<file path="src/rtl/parking_pkg.sv">
// parking_pkg: shared FSM state, default sizing and bay index type for the parking system
package parking_pkg;
  localparam int DEF_NUM_SPOTS = 8;
  localparam int DEF_GATE_CYCLES = 4;
  typedef enum logic {ST_IDLE, ST_GATE} state_t;
  typedef logic [$clog2(DEF_NUM_SPOTS)-1:0] spot_idx_t;
endpackage

</file>
<file path="src/rtl/parking_lowest_free.sv">
// parking_lowest_free: priority encoder returning the lowest free bay
// ports: occupancy (bit i = bay i taken), idx (lowest clear bit), any_free (some bit clear)
module parking_lowest_free #(
  parameter int N = 8,
  parameter int W = $clog2(N)
) (
  input  logic [N-1:0] occupancy,
  output logic [W-1:0] idx,
  output logic         any_free
);
  // scanning downwards lets the lowest free index win
  always_comb begin
    idx = '0;
    any_free = 1'b0;
    for (int i = N - 1; i >= 0; i--) begin
      if (!occupancy[i]) begin
        idx = W'(i);
        any_free = 1'b1;
      end
    end
  end
endmodule

</file>
<file path="src/rtl/parking_spot_manager.sv">
// parking_spot_manager: registered bay bitmap with entry handshake, timed gate window and exit checking
// ports: clk, rst_n (async low); enter_valid/enter_ready entry handshake; exit_valid/exit_idx exit request;
//        grant_valid/grant_idx allocation pulse; gate_open actuator; occupancy, free_count, full, empty status;
//        err_exit pulse for an exit naming a free or nonexistent bay
module parking_spot_manager
  import parking_pkg::*;
#(
  parameter int NUM_SPOTS = DEF_NUM_SPOTS,
  parameter int GATE_CYCLES = DEF_GATE_CYCLES,
  localparam int IDX_W = $clog2(NUM_SPOTS),
  localparam int CNT_W = $clog2(NUM_SPOTS + 1)
) (
  input  logic                 clk,
  input  logic                 rst_n,
  input  logic                 enter_valid,
  output logic                 enter_ready,
  input  logic                 exit_valid,
  input  logic [IDX_W-1:0]     exit_idx,
  output logic                 grant_valid,
  output logic [IDX_W-1:0]     grant_idx,
  output logic                 gate_open,
  output logic [NUM_SPOTS-1:0] occupancy,
  output logic [CNT_W-1:0]     free_count,
  output logic                 full,
  output logic                 empty,
  output logic                 err_exit
);
  localparam int GC_W = $clog2(GATE_CYCLES + 1);
  localparam int PAD = 1 << IDX_W;
  state_t state, next_state;
  logic [GC_W-1:0] gate_cnt;
  logic [IDX_W-1:0] alloc_idx;
  logic any_free, accept, exit_ok;
  logic [PAD-1:0] occ_pad;
  logic [NUM_SPOTS-1:0] set_mask, clr_mask;
  parking_lowest_free #(.N(NUM_SPOTS), .W(IDX_W)) u_lowest_free (
    .occupancy(occupancy),
    .idx(alloc_idx),
    .any_free(any_free)
  );
  assign full = free_count == '0;
  assign empty = free_count == CNT_W'(NUM_SPOTS);
  assign accept = enter_valid && enter_ready;
  // padding with zeros makes an out-of-range exit_idx read as a free bay
  assign occ_pad = PAD'(occupancy);
  assign exit_ok = exit_valid && occ_pad[exit_idx];
  assign set_mask = {{(NUM_SPOTS-1){1'b0}}, accept} << alloc_idx;
  assign clr_mask = {{(NUM_SPOTS-1){1'b0}}, exit_ok} << exit_idx;
  always_ff @(posedge clk or negedge rst_n) begin
    if (!rst_n) state <= ST_IDLE;
    else state <= next_state;
  end
  always_comb begin
    next_state = (state == ST_IDLE) ? (accept ? ST_GATE : ST_IDLE)
                                    : ((gate_cnt == '0) ? ST_IDLE : ST_GATE);
  end
  always_comb begin
    enter_ready = (state == ST_IDLE) && !full;
    gate_open = state == ST_GATE;
  end
  always_ff @(posedge clk or negedge rst_n) begin
    if (!rst_n) begin
      gate_cnt <= '0;
      occupancy <= '0;
      free_count <= CNT_W'(NUM_SPOTS);
      grant_valid <= 1'b0;
      grant_idx <= '0;
      err_exit <= 1'b0;
    end else begin
      gate_cnt <= accept ? GC_W'(GATE_CYCLES - 1)
                         : ((state == ST_GATE && gate_cnt != '0) ? gate_cnt - 1'b1 : gate_cnt);
      // set and clear bits are always distinct: allocation takes a free bay, a valid exit an occupied one
      occupancy <= (occupancy | set_mask) & ~clr_mask;
      free_count <= free_count - CNT_W'(accept) + CNT_W'(exit_ok);
      grant_valid <= accept;
      if (accept) grant_idx <= alloc_idx;
      err_exit <= exit_valid && !exit_ok;
    end
  end
  always @(posedge clk) begin
    if (rst_n) begin
      assert (!accept || (!full && any_free));
      assert (!exit_ok || !empty);
    end
  end
endmodule

</file>
<file path="config.mk">
export PLATFORM = sky130hd
export DESIGN_NAME = parking_spot_manager
export DESIGN_NICKNAME = d
export VERILOG_FILES = /design/src/rtl/parking_pkg.sv /design/src/rtl/parking_lowest_free.sv /design/src/rtl/parking_spot_manager.sv
export SDC_FILE = /design/constraint.sdc
export NUM_CORES = 1
export LEC_CHECK = 0
export BUFFER_PORTS_ARGS = -buffer_cell sky130_fd_sc_hd__buf_2
export CAP_MARGIN = 20
export CORE_MARGIN = 5
export CORE_UTILIZATION = 45
export CTS_CLUSTER_SIZE = 30
export DETAILED_ROUTE_END_ITERATION = 6
export PLACE_DENSITY_LB_ADDON = 0.12
export SLEW_MARGIN = 15
export SYNTH_ARGS = -nofsm -noshare
export SYNTH_HDL_FRONTEND = slang
export SYNTH_SLANG_ARGS = --single-unit
</file>
<file path="constraint.sdc">
create_clock -name clk -period 6.4 [get_ports clk]
set_input_delay 0.32 -clock clk [delete_from_list [all_inputs] [get_ports clk]]
set_output_delay 0.32 -clock clk [all_outputs]
set_load 0.1 [all_outputs]
</file>
==> results of run 1 <==
==> flip-flops by register name, summed over array words and instances, names as in the netlist <==
signal / count
err_exit: 1
free_count: 4
gate_cnt: 3
gate_open: 1
grant_idx: 3
grant_valid: 1
occupancy: 8
==> timing repair <==
action                    CTS  global route
gates resized for setup     0             0
hold endpoints to repair   20             0
hold buffers                1             0
==> tightest hold or removal path, delay by kind of cell <==
| kind | cells | cell delay, ns |
|---|---|---|
| buffers and inverters | 2 | 0.18 |
| and+or+nand+nor | 1 | 0.05 |
==> per-stage QoR <==
step / hold slack (ns) / instance area, sq um / worst slack, ns
2_1_floorplan: 0.0244 / 1100 / 1.13
3_3_place_gp: 0.309 / 1260 / 3.79
3_5_place_dp: 0.309 / 1260 / 3.67
4_1_cts: 0.260 / 1300 / 3.64
5_1_grt: 0.274 / 1300 / 3.47
6_report: 0.263 / 1300 / 3.65
==> area by class of cell <==
| class | instances | area, sq um |
|---|---|---|
| inverter | 16 | 61.3 |
| sequential | 21 | 527 |
| multi-input combinational | 70 | 503 |
| clock buffer | 4 | 26.3 |
| tap | 30 | 37.5 |
| timing repair buffer | 28 | 145 |
| fill | 218 | 1110 |
==> path summary, 6_finish.rpt <==
path                            endpoint  slack, ns          start  cells past startpoint
setup / recovery           free_count[3]       3.65  free_count[3]                     11
hold / removal                  err_exit       0.26     exit_valid                      3
setup reg to reg           free_count[3]       3.65  free_count[3]                     11
hold reg to reg             grant_idx[2]       0.50   grant_idx[2]                      2
max in group asynchronous  free_count[3]       5.56          rst_n                      2
min in group asynchronous   occupancy[4]       0.49          rst_n                      2
==> cell usage after synthesis <==
cell type   n  area share
inv_1      14       0.048
nand3_1     2      0.0091
nand2_1    15       0.051
a21oi_1     3       0.014
o21ai_0    11       0.050
dfrtp_1    20        0.46
dfstp_2     1       0.024
o211ai_1    1      0.0068
xnor2_1     1      0.0080
o22a_2      1      0.0091
buf_2       1      0.0045
a31oi_1     1      0.0057
a2bb2oi_1   2       0.016
or3_4       1       0.010
nand4b_1    1      0.0080
o31ai_1     4       0.027
nand2b_1    2       0.011
inv_2       1      0.0034
clkbuf_1    1      0.0034
nand4_1     1      0.0057
xor2_1      2       0.016
or3b_2      1      0.0080
fa_1        1       0.018
nor3b_1     2       0.014
a21o_1      1      0.0068
ha_1        8       0.091
o32a_1      1      0.0091
mux4_2      2       0.041
clkinv_2    1      0.0045
nor2_1      5       0.017
nor3_1      1      0.0045
==> routing by layer <==
metal | part of all wire | wire (um) | up-vias
met2 | 0.45 | 1060 | 30
met4 | 0.0076 | 18 | 0
met1 | 0.47 | 1120 | 431
li1 | - | - | 431
met5 | 0 | 0 | -
met3 | 0.074 | 175 | 4
==> cells in the final DEF, fill, tap and decap left out, types with 2 or more instances in the layout <==
cell type,n
nand2b_1,2
inv_1,14
buf_2,27
nand2_1,15
nand3_1,2
xor2_1,2
clkbuf_4,3
ha_1,8
a21oi_1,3
nor3b_1,2
dfrtp_1,20
nor2_1,5
o31ai_1,4
mux4_2,2
o21ai_0,11
a2bb2oi_1,2
==> cell families after synthesis <==
kind of cell	count (synthesis)
simple gates	31
compound gates	25
flops	21
buf+inv	18
fa+ha+maj	9
xor+xnor	3
mux	2
==> results.md, run 1 <==
- Num CTS Buffers: 3
- Core ar.: 0.00241 sq mm
- Initial DRC count: 38
- Worst slew pin tran: 0.471 ns
- Share of layout cells above drive strength 1: 0.273
- Reg clk slew, reported paths: 0.11 ns
- Antenna-violating nets left: 0
- Clock Skew: 0.00245 ns
- Delay-heaviest family, CP: simple AND/OR/NAND/NOR gates
- Hold Crit Class: in -> reg
- Complex-gate fraction of the synthesized area: 0.144
- # port buffers: 27
- Final setup fails: 0
- Max FO, Critical Path: 7
- Worst path bufs/invs: 3
- CP cell instances: inv_1 -> ha_1 -> nor3b_1 -> or3b_2 -> inv_1 -> ha_1 -> inv_1 -> ha_1 -> a21o_1 -> a21oi_1 -> xor2_1
- Total routed wirelength: 2370 um
- Non-Filler Instances: 169
- Post-Syn Nets: 125
- I/O Pins: 28
- Slowest-stage cell, CP: dfstp_2
- Pre-antenna DRT Iters: 4
- Post-synthesis adder-cell area fraction: 0.109
- Vias post-DR: 896
- Initial Utilization: 0.456
- CP arrival: 2.99 ns
- Cells after Synth: 109
- Largest net degree at the start of global routing: 22
- Main combinational cell family by area after synthesis: compound AO/OA/AOI/OAI gates
- Unrepaired setup endpoints after global routing: no
- Setup tns final: 0 ns
- CP Class: reg -> reg
- Post-DP HPWL: 1820 um
- RePlAce Congestion: 0.827
- M1 GR Usage: 0.211
- Utilization after layout: 0.539
- Ant diodes: 0
- Vias per std cell: 5.30
- Worst EP required: 6.64 ns
- Vias in the first global route: 852
- Run status: complete, no violations
- Yosys warning count: 0
- Final worst-path cycle share: 0.429
- Synth Area in XOR/XNOR: 0.0239
- Worst path max stage delay: 0.55 ns
- Sequential fraction of the synthesis area: 0.479
- WL/cell: 14.0 um
- Overflow after GRT: 0
- Count of state elements after synthesis: 21
- Post-synth design cell area: 0.00110 sq mm
- Clock tree from TritonCTS: yes
- Global-route wire length before repair: 3950 um
- GRT met2 Usage: 0.217
- Worst rel slew slack: 0.683
- Crit path launch type: flop
- Setup bufs post-CTS: 0
- Row count: 18
- Area share of and/or/nand/nor cells after synthesis: 0.139
- Synth unique cells: 31
- CTS Root Cell: clkbuf_4
- Area delta synth->final: 18.2%
- Layout Nets: 156
- Busiest grt layer: met2
- Crit. End Element: flop
- Die area: 0.00353 sq mm
- Number of H-tree levels: 1
- Antenna violations before repair: 0
- Max Buffers Root-to-Sink: 2
- Placed Cells: 164
- DRC viols: 0
- Mux share of post-synthesis cell area: 0.0410
- Avg Inst Size Synth: 10.1 sq um
- Sink Count: 21
- Clk_lat worst skew: 0.31 ns
- Maxcap violations: 0
- Die width: 59.4 um
- Top achievable clock speed: 364 MHz
- Final Critical Period: 2.75 ns
- Gr usage total: 0.148
- Slew Viols, Final: 0
- GRT met3 Usage: 0.0501
- Die H: 59.4 um
- Final hold violation count: 0
Power of run 1 is not shown: default switching activity piles up to over one toggle a cycle in this logic, so the estimate is an artifact.
==> run 2, diff against run 1 <==
- ABC_AREA: unset -> 1
- clock period: 6.4 -> 2.2 ns (I/O delays scaled with it)
==> results.md, run 2 <==
- Worst EP required: 2.41 ns
- Vias in the first global route: 1102
- Clk_lat worst skew: 0.32 ns
- Max reg flops: 8
- Final setup fails: 0
- Initial Utilization: 0.465
- Global-route wire length before repair: 4760 um
- Synth top area share: 0.394
- Biggest area consumer among synthesized cells: dfrtp_1
- Vias per std cell: 4.91
- Share of layout cells above drive strength 1: 0.362
- CP cell instances: inv_1 -> nand2_1 -> nand3_2 -> nand3_1 -> nand2_1 -> nor2_2 -> inv_2 -> ha_4 -> inv_2 -> ha_4 -> fa_2 -> xor2_1
- Ys flop type: dfrtp_1
- Max Buffers Root-to-Sink: 2
- Top-count cell post-synth: nand2_1
- Setup tns final: 0 ns
- Slowest-stage cell, CP: dfrtp_4
- Num CTS Buffers: 3
- Number of H-tree levels: 1
- RePlAce Congestion: 0.824
- Worst Setup EP: free_count[2]
- Post-DP HPWL: 2150 um
- Row count: 19
- Crit. End Element: flop
- Layout Nets: 216
- Reg2reg setup slack: 0.14 ns
- Final Critical Period: 2.06 ns
- Count of state elements after synthesis: 21
- Synth unique cells: 24
- Slew Viols, Final: 0
- RR Startpoint: occupancy[3]
- Clock Skew: 0.0172 ns
- Setup WS pre-CTS: 0.141 ns
- Die width: 63.2 um
- Pre-antenna DRT Iters: 6
- Ys async rst share: 1.00
- Post-Syn Nets: 180
- Crit path launch type: flop
- Biggest regs: occupancy: 8 flops, free_count: 4 flops
- Critical path depth: 12
- Total routed wirelength: 2780 um
- Cells after Synth: 164
- Worst rel slew slack: 0.665
- CP arrival: 2.26 ns
- Reg-to-reg endpoint: free_count[2]
- R2R cell count: 12
- Delay-heaviest family, CP: adder cells
- Clock tree from TritonCTS: yes
- CTS Root Cell: clkbuf_4
- Post-synth design cell area: 0.00127 sq mm
- Worst slew pin tran: 0.506 ns
- Fillers: 264
- Top cells by area, synth: dfrtp_1 39%, nand2_1 12%, inv_1 9.4%
- Max FO, Critical Path: 4
- Largest net degree at the start of global routing: 22
- Hold Crit Class: in -> reg
- I/O Pins: 28
- Final hold violation count: 0
- Maxcap violations: 0
- Most common cell after layout, fill and taps aside: nand2_1
- Most common library cells after synthesis: 42 x nand2_1, 32 x inv_1, 20 x dfrtp_1, 14 x nor2_1, 10 x nand3_1
- Crit path from: occupancy[3]
- Yosys warning count: 0
- Avg Inst Size Synth: 7.75 sq um
- EDFF count, synth: 0
- Initial DRC count: 42
- Overflow after GRT: 0
- Top achievable clock speed: 486 MHz
- Core ar.: 0.00273 sq mm
- Area delta synth->final: 25.4%
- Run status: complete, no violations
- Final WS setup: 0.141 ns
- Reg clk slew, reported paths: 0.13 ns
- Worst path bufs/invs: 3
- Final worst-path cycle share: 0.936
- CP Class: reg -> reg
- Antenna-violating nets left: 0
- Die H: 63.2 um
- Vias post-DR: 1129
- Final non-filler cell area: 0.00159 sq mm
- Die area: 0.00399 sq mm
- # port buffers: 27
- DRC viols: 0
- WL/cell: 12.1 um
- DP Area: 0.00152 sq mm
- Ant diodes: 0
- Sequential fraction of the synthesis area: 0.414
- Gr usage total: 0.147
- Most frequent cells in the layout: 42 x nand2_1, 27 x buf_2, 25 x inv_1, 14 x nor2_1
- Worst path max stage delay: 0.46 ns
- Sink Count: 21
- Antenna violations before repair: 0
- Unrepaired setup endpoints after global routing: no
- Top reg by flops: occupancy
[run 2: cell families (layout without fill, tap and decap cells)]
kind of cell	Yosys count	count (layout)	synth area share
and+or+nand+nor	80	80	0.284
buffers and inverters	37	72	0.129
DFF	21	21	0.414
AOI/OAI and AO/OA	15	15	0.0640
adders and majority gates	9	9	0.0945
xor gates and xnor gates	2	2	0.0138
[run 2: metrics by stage]
stage / util / hold WS (ns) / std cells
2_1_floorplan: - / -0.186 / 164
3_3_place_gp: 0.555 / 0.0953 / 221
3_5_place_dp: 0.555 / 0.103 / 221
4_1_cts: 0.568 / 0.0790 / 226
5_1_grt: 0.583 / 0.0946 / 230
6_report: 0.583 / 0.0907 / 230
[run 2: worst min path at each step]
stage               slack [ns]  cells past startpoint  startpoint      endpoint
CTS                       0.08                      3  exit_valid      err_exit
detailed placement        0.10                      1       rst_n  occupancy[2]
global route              0.09                      3  exit_valid      err_exit
floorplan                -0.19                      0       rst_n      err_exit
finish                    0.09                      3  exit_valid      err_exit
global placement           0.1                      1       rst_n  occupancy[2]
[run 2: repair_timing]
action / in CTS / in global routing
hold buffers: 1 / 0
resized for setup: 0 / 3
setup endpoints to repair: 0 / 1
buffers inserted: 0 / 4
endpoints found under the hold margin: 20 / 0
[run 2: final cells by class]
cell class	instances	area, sq um	share of cell area
clock buffers	3	22.5	0.0141
clock inverters	1	5.00	0.00314
inverters	34	128	0.0801
multi-input cells	106	642	0.403
flip-flops and latches	21	568	0.356
well taps	31	38.8	0.0243
repair buffers	34	190	0.119
[run 2: worst reg2reg max path: stages, from the launching register on]
cell and delay (ns):
dfrtp_4 0.46, inv_1 0.06, nand2_1 0.07, nand3_2 0.08, nand3_1 0.07, nand2_1 0.07
nor2_2 0.16, inv_2 0.07, ha_4 0.26, inv_2 0.03, ha_4 0.15, fa_2 0.33
xor2_1 0.16
[run 2: routing by layer]
metal | routed length, um | global-route usage | share of wire | vias to the layer above
li1 | - | - | - | 578
met1 | 1200 | 0.172 | 0.43 | 517
met2 | 1390 | 0.263 | 0.50 | 29
met3 | 135 | 0.0231 | 0.049 | 5
met4 | 55 | 0.0637 | 0.020 | 0
met5 | 0 | 0 | 0 | -
Power of run 2 is left out for the same reason.
